==> src/rtl/pc_fetch_queue_pkg.sv <==
// Shared widths, reset address and redirect-source helper for the fetch front end.
package pc_fetch_queue_pkg;

    localparam int          XLEN          = 32;
    localparam logic [31:0] CPU_RST_ADDR  = 32'h0000_0000;
    localparam int          INST_BYTE_NUM = 4;
    localparam logic [31:0] RST_ADDR      = CPU_RST_ADDR;
    localparam int          INST_BYTES    = INST_BYTE_NUM;
    localparam int          OT_DEPTH      = 4;

    typedef enum logic [1:0] {
        RD_NONE,
        RD_BJ,
        RD_MRET,
        RD_EXP
    } redir_e;

    // Exception beats mret, mret beats branch/jump.
    function automatic redir_e redir_sel(input logic exp_f, input logic mret_f, input logic bj_f);
        if (exp_f)  return RD_EXP;
        if (mret_f) return RD_MRET;
        if (bj_f)   return RD_BJ;
        return RD_NONE;
    endfunction

endpackage

==> src/rtl/fetch_entry_ram.sv <==
// Outstanding-fetch entry store: head (pop), tail (alloc) and fill pointers over
// OT_DEPTH slots of {pc, inst, done, stale}.
module fetch_entry_ram #(
    parameter int XLEN     = pc_fetch_queue_pkg::XLEN,
    parameter int OT_DEPTH = pc_fetch_queue_pkg::OT_DEPTH
) (
    input  logic                       clk,
    input  logic                       rst,
    input  logic                       alloc_i,
    input  logic [XLEN-1:0]            alloc_pc_i,
    input  logic                       fill_i,
    input  logic [XLEN-1:0]            fill_data_i,
    input  logic                       pop_i,
    input  logic                       flush_i,
    output logic [XLEN-1:0]            head_pc_o,
    output logic [XLEN-1:0]            head_inst_o,
    output logic                       head_done_o,
    output logic                       head_stale_o,
    output logic [$clog2(OT_DEPTH):0]  cnt_o
);
    import pc_fetch_queue_pkg::*;

    localparam int PW = $clog2(OT_DEPTH);
    localparam int CW = PW + 1;

    logic [XLEN-1:0]     pc_q   [OT_DEPTH];
    logic [XLEN-1:0]     inst_q [OT_DEPTH];
    logic [OT_DEPTH-1:0] done_q, done_d, stale_q, stale_d;
    logic [PW-1:0]       head_q, head_d, tail_q, tail_d, fill_q, fill_d;
    logic [CW-1:0]       cnt_q, cnt_d, ucnt_q, ucnt_d;
    logic                do_alloc, do_fill, do_pop;

    // Entries fill strictly in order, so [head, fill) are done and [fill, tail) are not.
    assign do_alloc = alloc_i && !flush_i && (cnt_q != CW'(OT_DEPTH));
    assign do_fill  = fill_i && (ucnt_q != '0);
    assign do_pop   = pop_i && !flush_i && (cnt_q != '0);

    always_comb begin
        done_d  = done_q;
        stale_d = flush_i ? (stale_q | ~done_q) : stale_q;
        if (do_alloc) begin
            done_d[tail_q]  = 1'b0;
            stale_d[tail_q] = 1'b0;
        end
        if (do_fill) done_d[fill_q] = 1'b1;

        tail_d = tail_q + PW'(do_alloc);
        fill_d = fill_q + PW'(do_fill);
        ucnt_d = ucnt_q + CW'(do_alloc) - CW'(do_fill);
        // Flush drops every done entry; the undone ones stay until their response lands.
        head_d = flush_i ? fill_q : head_q + PW'(do_pop);
        cnt_d  = flush_i ? ucnt_q : cnt_q + CW'(do_alloc) - CW'(do_pop);
    end

    always_ff @(posedge clk) begin
        if (rst) begin
            head_q  <= '0;
            tail_q  <= '0;
            fill_q  <= '0;
            cnt_q   <= '0;
            ucnt_q  <= '0;
            done_q  <= '0;
            stale_q <= '0;
        end else begin
            head_q  <= head_d;
            tail_q  <= tail_d;
            fill_q  <= fill_d;
            cnt_q   <= cnt_d;
            ucnt_q  <= ucnt_d;
            done_q  <= done_d;
            stale_q <= stale_d;
        end
    end

    always_ff @(posedge clk) begin
        if (do_alloc) pc_q[tail_q]   <= alloc_pc_i;
        if (do_fill)  inst_q[fill_q] <= fill_data_i;
    end

    assign head_pc_o    = pc_q[head_q];
    assign head_inst_o  = inst_q[head_q];
    assign head_done_o  = (cnt_q != '0) && done_q[head_q];
    assign head_stale_o = stale_q[head_q];
    assign cnt_o        = cnt_q;

endmodule

==> src/rtl/pc_fetch_queue.sv <==
// Fetch PC generator with redirect muxing, request handshake and an in-order
// outstanding-fetch queue that drops responses belonging to flushed requests.
module pc_fetch_queue #(
    parameter int              XLEN       = pc_fetch_queue_pkg::XLEN,
    parameter logic [XLEN-1:0] RST_ADDR   = XLEN'(pc_fetch_queue_pkg::RST_ADDR),
    parameter int              INST_BYTES = pc_fetch_queue_pkg::INST_BYTES,
    parameter int              OT_DEPTH   = pc_fetch_queue_pkg::OT_DEPTH
) (
    input  logic            clk,
    input  logic            rst,
    input  logic            if_valid,
    input  logic            exp_flag,
    input  logic [XLEN-1:0] exp_addr,
    input  logic            mret_flag,
    input  logic [XLEN-1:0] mret_addr,
    input  logic            bj_flag,
    input  logic [XLEN-1:0] bj_addr,
    input  logic            pipe_stall,
    output logic            req_valid,
    input  logic            req_ready,
    output logic [XLEN-1:0] req_addr,
    input  logic            rsp_valid,
    input  logic [XLEN-1:0] rsp_data,
    output logic            inst_valid,
    input  logic            inst_ready,
    output logic [XLEN-1:0] inst,
    output logic [XLEN-1:0] inst_pc,
    output logic [XLEN-1:0] pc_o
);
    import pc_fetch_queue_pkg::*;

    localparam int CW = $clog2(OT_DEPTH) + 1;

    logic [XLEN-1:0] pc_q, pc_d;
    logic [XLEN-1:0] head_pc, head_inst;
    logic            head_done, head_stale;
    logic [CW-1:0]   cnt;
    redir_e          redir;
    logic            flush, full, accept, pop;

    assign redir  = redir_sel(exp_flag, mret_flag, bj_flag);
    assign flush  = (redir != RD_NONE);
    assign full   = (cnt == CW'(OT_DEPTH));

    assign req_valid  = !rst && if_valid && !pipe_stall && !flush && !full;
    assign req_addr   = pc_q;
    assign accept     = req_valid && req_ready;

    assign inst_valid = !rst && !flush && head_done && !head_stale;
    assign inst       = rst ? '0 : head_inst;
    assign inst_pc    = rst ? '0 : head_pc;
    // Stale heads retire on their own the cycle after their response lands.
    assign pop        = (inst_valid && inst_ready) || (head_done && head_stale);

    always_comb begin
        pc_d = pc_q;
        case (redir)
            RD_EXP:  pc_d = exp_addr;
            RD_MRET: pc_d = mret_addr;
            RD_BJ:   pc_d = bj_addr;
            default: if (accept) pc_d = pc_q + XLEN'(INST_BYTES);
        endcase
    end

    always_ff @(posedge clk) begin
        if (rst) pc_q <= RST_ADDR;
        else     pc_q <= pc_d;
    end

    assign pc_o = pc_q;

    fetch_entry_ram #(
        .XLEN     (XLEN),
        .OT_DEPTH (OT_DEPTH)
    ) u_ram (
        .clk          (clk),
        .rst          (rst),
        .alloc_i      (accept),
        .alloc_pc_i   (pc_q),
        .fill_i       (rsp_valid),
        .fill_data_i  (rsp_data),
        .pop_i        (pop),
        .flush_i      (flush),
        .head_pc_o    (head_pc),
        .head_inst_o  (head_inst),
        .head_done_o  (head_done),
        .head_stale_o (head_stale),
        .cnt_o        (cnt)
    );

endmodule
==> config.mk <==
export PLATFORM = sky130hd
export DESIGN_NAME = pc_fetch_queue
export DESIGN_NICKNAME = d
export VERILOG_FILES = /design/src/rtl/pc_fetch_queue_pkg.sv /design/src/rtl/fetch_entry_ram.sv /design/src/rtl/pc_fetch_queue.sv
export SDC_FILE = /design/constraint.sdc
export NUM_CORES = 1
export LEC_CHECK = 0
export ABC_AREA = 1
export CAP_MARGIN = 20
export CORE_MARGIN = 2
export CORE_UTILIZATION = 55
export CTS_CLUSTER_SIZE = 12
export DETAILED_ROUTE_END_ITERATION = 16
export HOLD_SLACK_MARGIN = 0.05
export PLACE_DENSITY = 0.82
export SETUP_SLACK_MARGIN = 0.02
export SLEW_MARGIN = 20
export SYNTH_ARGS = -nofsm -noshare
export SYNTH_HDL_FRONTEND = slang
export SYNTH_SLANG_ARGS = --single-unit
==> constraint.sdc <==
create_clock -name clk -period 9.8 [get_ports clk]
set_input_delay 1.96 -clock clk [delete_from_list [all_inputs] [get_ports clk]]
set_output_delay 1.96 -clock clk [all_outputs]
set_load 0.01 [all_outputs]
# Word-level counts from Yosys, hierarchy flattened
# Memories as Yosys holds them, arrays and structs flattened. A register that Yosys moved wholly into a read port is not among the register bits.
# Index checks and enable logic that the tools add are counted.
[totals]
latchBits = 0
output_inout_bits = 130
elab_cells = 98
n_memories = 2
mem_bits_rw = 256
regBits = 52
rom_bits = 0
input_bits = 138
[mem_list]
columns = ["name", "words", "word_bits", "read_ports", "rd_ports_with_merged_regs", "write_ports", "line", "rtl"]
rows = [
  ["u_ram.inst_q", 4, 32, 1, 1, 1, "fetch_entry_ram.sv:27", "logic [XLEN-1:0] inst_q [OT_DEPTH];"],
  ["u_ram.pc_q", 4, 32, 1, 1, 1, "fetch_entry_ram.sv:26", "logic [XLEN-1:0] pc_q [OT_DEPTH];"],
]
[classes]
div_mod_pow = 0
n_reduce_logical = 28
order_cmp = 5
n_shift = 0
mul = 0
n_bitwise = 6
eq_ne = 5
addsub = 8
mux = 36
[op_table]
columns = ["op", "n"]
rows = [
  ["two-way mux 32 bit", 3],
  ["one-hot mux 32 bit (3 select lines)", 1],
  ["adder 32 x 3 -> 32 bit, second input constant", 1],
  ["logical AND 1 bit", 18],
  ["two-way mux 2 bit", 9],
  ["two-way mux 4 bit", 4],
  ["two-way mux 1 bit", 14],
  ["less-than comparator 2 x 3 -> 1 bit, second input constant", 3],
  ["AND 4 bit", 2],
  ["inverter 4 bit", 2],
  ["OR 4 bit", 2],
  ["adder 2 x 1 -> 2 bit", 3],
  ["adder 3 x 1 -> 3 bit", 2],
  ["nonzero test 3 bit", 2],
  ["subtractor 3 x 1 -> 3 bit", 2],
  ["zero test 1 bit", 5],
  ["binary-select mux 1 bit (select 2 bit)", 2],
  ["demux 1 bit (select 2 bit)", 2],
  ["== test 2 bit, second input constant", 2],
  [">= comparator 2 x 1 -> 1 bit, second input constant", 2],
  ["nonzero test 4 bit", 1],
  ["== test 3 bit, second input constant", 1],
  ["two-way mux 3 bit", 1],
  ["!= test 3 bit, second input constant", 1],
  ["other kinds (3)", 3],
]

# Depth between registers and ports, before layout
[depth]
ltp_word = 19
ltp_mapped = 15
depth_no_buf = 13

# Cells and area by module
# Synthesis repeated with hierarchy kept, for this count alone.
[unflattened]
hier_cells = 1444
area_unflattened_um2 = 14443.9
[by_module_without_submodules]
columns = ["module", "seq_area_each_um2", "instances", "cells_each", "area_per_inst_um2"]
rows = [
  ["fetch_entry_ram", 8087.8, 1, 763, 10841.6],
  ["pc_fetch_queue", 640.6, 1, 681, 3602.2],
]

# Worst setup path before layout
# Ideal clock, no wire load.
[synth_path]
path_type = "input-to-reg"
startpoint = "input port rst"
endpoint = "register u_ram.done_q[0]"
setup_ns = 0.124
t_arrival_ns = 5.220
t_required_ns = 9.676
path_stages = 8
path_buffers = 1
path_slack_ns = 4.457
cell_sequence = "buf_2 -> inv_2 -> nand3b_1 -> nor2_4 -> nand3_4 -> nor3_1 -> or2_2 -> o21ai_0"
[synth_via]
elab_chain_len = 11
[synth_rtl]
columns = ["element", "line", "rtl"]
rows = [
  ["from (decl)", "pc_fetch_queue.sv:10", "input logic rst,"],
  ["zero test 1 bit", "pc_fetch_queue.sv:45", "assign req_valid = !rst && if_valid && !pipe_stall && !flush && !full;"],
  ["logical AND 1 bit (4 in a row)", "pc_fetch_queue.sv:45", ""],
  ["logical AND 1 bit", "pc_fetch_queue.sv:47", "assign accept = req_valid && req_ready;"],
  ["logical AND 1 bit (2 in a row)", "fetch_entry_ram.sv:34", "assign do_alloc = alloc_i && !flush_i && (cnt_q != CW'(OT_DEPTH));"],
  ["two-way mux 4 bit", "fetch_entry_ram.sv:41", "if (do_alloc) begin"],
  ["OR 4 bit (no line)", "--", ""],
  ["two-way mux 4 bit", "fetch_entry_ram.sv:45", "if (do_fill) done_d[fill_q] = 1'b1;"],
  ["to (signal assigned)", "fetch_entry_ram.sv:70", "done_q <= done_d;"],
  ["to (decl)", "fetch_entry_ram.sv:28", "logic [OT_DEPTH-1:0] done_q, done_d, stale_q, stale_d;"],
]
# Parallel ways exist; a longest one is shown, timed or not.
# A chain may end at the register's enable or synchronous reset.

# Worst setup path in the final report
[layout_path]
startpoint = "input port exp_flag"
endpoint = "output port inst_valid"
[layout_via]
elab_chain_len = 7
[layout_rtl]
columns = ["element", "line", "rtl"]
rows = [
  ["from (decl)", "pc_fetch_queue.sv:12", "input logic exp_flag,"],
  ["two-way mux 1 bit", "pc_fetch_queue_pkg.sv:20", "if (exp_f) return RD_EXP;"],
  ["two-way mux 2 bit", "pc_fetch_queue_pkg.sv:21", "if (mret_f) return RD_MRET;"],
  ["nonzero test 2 bit", "pc_fetch_queue.sv:42", "assign flush = (redir != RD_NONE);"],
  ["zero test 1 bit", "pc_fetch_queue.sv:49", "assign inst_valid = !rst && !flush && head_done && !head_stale;"],
  ["logical AND 1 bit (3 in a row)", "pc_fetch_queue.sv:49", ""],
  ["to (decl)", "pc_fetch_queue.sv:24", "output logic inst_valid,"],
]
# No other way between the ends.

==> flow_metrics.env <==
export IMPL_status="finished, final reports clean"
export IMPL_finalCritPeriodShare_pct=65.6
export IMPL_synth_cell_types=37
export IMPL_critical_path_class="primary input to output pin"
export IMPL_drt_wl_total_microns=36100
export IMPL_vdd_drop_max_mv=0.132
export IMPL_nets=1780
export IMPL_tns_ns=0
export IMPL_gp_congestion=0.899
export IMPL_synth_adder_area_share_pct=0.830
export IMPL_syn2layout_area_growth_pct=25.7
export IMPL_final_cells=1987
export IMPL_viasPerCell=5.49
export IMPL_hold_violations=0
export IMPL_root_buffer="clkbuf_16"
export IMPL_multi_input_area_sq_mm=0.00436
export IMPL_chipWidth_microns=163
export IMPL_portBuffers=267
export IMPL_grt_pass1_vias=10400
export IMPL_via_count=10900
export IMPL_synth_top_family_by_area="simple AND/OR/NAND/NOR gates"
export IMPL_seq_area_frac_synth_pct=62.9
export IMPL_drc_errors=0
export IMPL_drive_above_1_share_pct=4.89
export IMPL_cp_end_kind="output pin"
export IMPL_start_util_pct=55.5
export IMPL_grt_overflow_total=0
export IMPL_dieArea_sq_mm=0.0265
export IMPL_fmax_mhz=156
export IMPL_synth_mux_area_share_pct=0
export IMPL_hold_path_class="flop to flop"
export IMPL_routedWlPerCell_microns=18.2
export IMPL_crit_arrival_ns=4.47
export IMPL_placed_cells=1932
export IMPL_rows=58
export IMPL_hold_slack_ns=0.501
export IMPL_drv_cap=0
export IMPL_hold_buffers=0
export IMPL_powerDensity_mw_per_mm2=189
export IMPL_fill_cells=1853
export IMPL_dp_hpwl_microns=22800
export IMPL_synthXorXnorAreaFrac_pct=1.01
export IMPL_antenna_cells=0
export IMPL_finalSetupViolCount=0
export IMPL_ys_dominant_reg_cell="edfxtp_1"
export IMPL_cp_start_kind="primary input"
export IMPL_maxSlewViolCount=0
export IMPL_synth_simple_area_share_pct=19.0
export IMPL_crit_required_ns=7.84
export IMPL_synth_compound_area_share_pct=10.2
export IMPL_synth_nets=1573
export IMPL_tritoncts="built"
export IMPL_rsz0062_at_grt="false"
export IMPL_yosysWarnings=0
export IMPL_drtAntennaViolNets=0
export IMPL_core_sq_mm=0.0250
export IMPL_first_pass_iters=5
export IMPL_syn_instance_count=1427
export IMPL_critPathMaxFanout=43
export IMPL_die_y_microns=163
export IMPL_synth_area_sq_mm=0.0139
export IMPL_async_flop_share_pct=0
export IMPL_htree_levels=1
export IMPL_fin_skew_ns=0.0138
export IMPL_leakagePower_nw=6.21
export IMPL_grt_max_degree=71
export IMPL_synth_edff_count=256
export IMPL_worst_slew_pin_slew_ns=1.11
export IMPL_yosys_register_bits=308
export IMPL_post_cts_buffers=0
export IMPL_cts_resized=0
export IMPL_regArea_sq_mm=0.00873
export IMPL_pin_count=268
export IMPL_postSynthAreaPerCell_sq_um=9.72
export IMPL_maxSlewHeadroom_pct=25.9
export IMPL_clock_sinks=308
export IMPL_numCtsBuffers=30
export IMPL_grt_pass1_wl_microns=55300
export IMPL_clk_pin_slew_ns=0.06
export IMPL_fin_crit_ns=6.43
export IMPL_clock_latency_ns=0.54
export IMPL_drtIter0Drc=1224
export IMPL_globalRouteTotalUtil_pct=26.7
export IMPL_cts_max_path_buffers=3
export IMPL_antenna_found_initial=0
==> worst max-delay path, stage by stage <==
cell and delay [ns]:
clkdlybuf4s50_1 0.39, buf_4 0.25, nor2_8 0.16, nand2_4 0.16, inv_2 0.63, nand4_1 0.18, nor2_1 0.16, clkdlybuf4s50_1 0.56
==> layout by cell type (no fill, tap or decap), types with 3 or more instances in the layout <==
cell type,instances
nor2_1,339
clkdlybuf4s50_1,266
edfxtp_1,256
nand2_1,208
o21ai_0,166
a21oi_1,106
inv_1,59
nand3_1,51
dfxtp_1,50
clkbuf_16,32
clkbuf_1,19
buf_4,16
nor3_2,9
xnor2_1,9
nand4_1,8
nand3b_1,8
nor3_1,7
xor2_1,7
ha_1,6
inv_2,4
nor2_4,3
nor2_2,3
==> report_power, final <==
part           switching, mW  internal [mW]  total (mW)  leakage (nW)
Combinational          0.356          0.282       0.639          3.01
Clock                  0.450          0.607        1.06         0.431
Sequential            0.0818           1.52        1.60          2.76
==> final timing paths <==
path,endpoint,slack [ns],from,cells past startpoint
setup / recovery,inst_valid,3.37,exp_flag,8
hold reg to reg,u_ram.stale_q[0],0.50,u_ram.stale_q[0],2
setup reg to reg,u_ram.cnt_o[1],5.48,u_ram.head_q[0],14
hold / removal,u_ram.stale_q[0],0.50,u_ram.stale_q[0],2
==> layer usage <==
layer / GRT usage, % / share of wire [%]
met1: 36.4 / 41
met2: 44.7 / 49
met3: 4.15 / 8.0
met4: 7.72 / 2.5
met5: 0 / 0
==> flip-flops by register name (all words and copies together), names as in the netlist <==
signal	count
pc_o	32
u_ram.cnt_o	3
u_ram.done_q	4
u_ram.fill_q	2
u_ram.head_q	2
u_ram.inst_q	128
u_ram.pc_q	128
u_ram.stale_q	4
u_ram.tail_q	2
u_ram.ucnt_q	3
==> synth_stat cells, types with 2 or more instances <==
master,instances,area [sq um]
a21oi_1,106,531
a31oi_1,2,12.5
buf_1,7,26.3
buf_2,21,105
buf_4,33,248
buf_6,3,33.8
clkbuf_1,43,161
dfxtp_1,52,1040
edfxtp_1,256,7690
fa_1,2,40.0
ha_1,6,75.1
inv_1,60,225
inv_2,4,15.0
nand2_1,208,781
nand2_4,2,22.5
nand3_1,51,255
nand3b_1,8,60.1
nand4_1,8,50.1
nor2_1,340,1280
nor2_2,3,18.8
nor2_4,2,22.5
nor3_1,15,75.1
o21ai_0,166,831
or2_2,2,12.5
xnor2_1,9,78.8
xor2_1,7,61.3
==> final cells by class <==
cell class                 count  area share [%]
sequential                   308            50.1
multi-input combinational    947            25.0
timing repair buffer         283            16.0
clock buffer                  52            5.08
tap                          330            2.37
inverter                      64            1.39
clock inverter                 3          0.0718
==> kinds of logic after synthesis <==
| family | count (synthesis) |
|---|---|
| buffers and inverters | 172 |
| adder cells (fa/ha/maj) | 8 |
| XOR/XNOR | 16 |
| flip-flops | 308 |
| AO/OA/AOI/OAI | 278 |
| AND/OR/NAND/NOR | 645 |
==> through the flow <==
stage,worst slack [ns],area [sq um],util [%],power [mW]
CTS,3.41,17400,69.8,3.31
global route,3.21,17400,69.8,3.43
global placement,3.46,16500,66.2,2.24
floorplan,4.46,13900,-,1.96
finish,3.37,17400,69.8,3.29
detailed placement,3.42,16500,66.2,2.26
(Power assumes the default switching activity.)
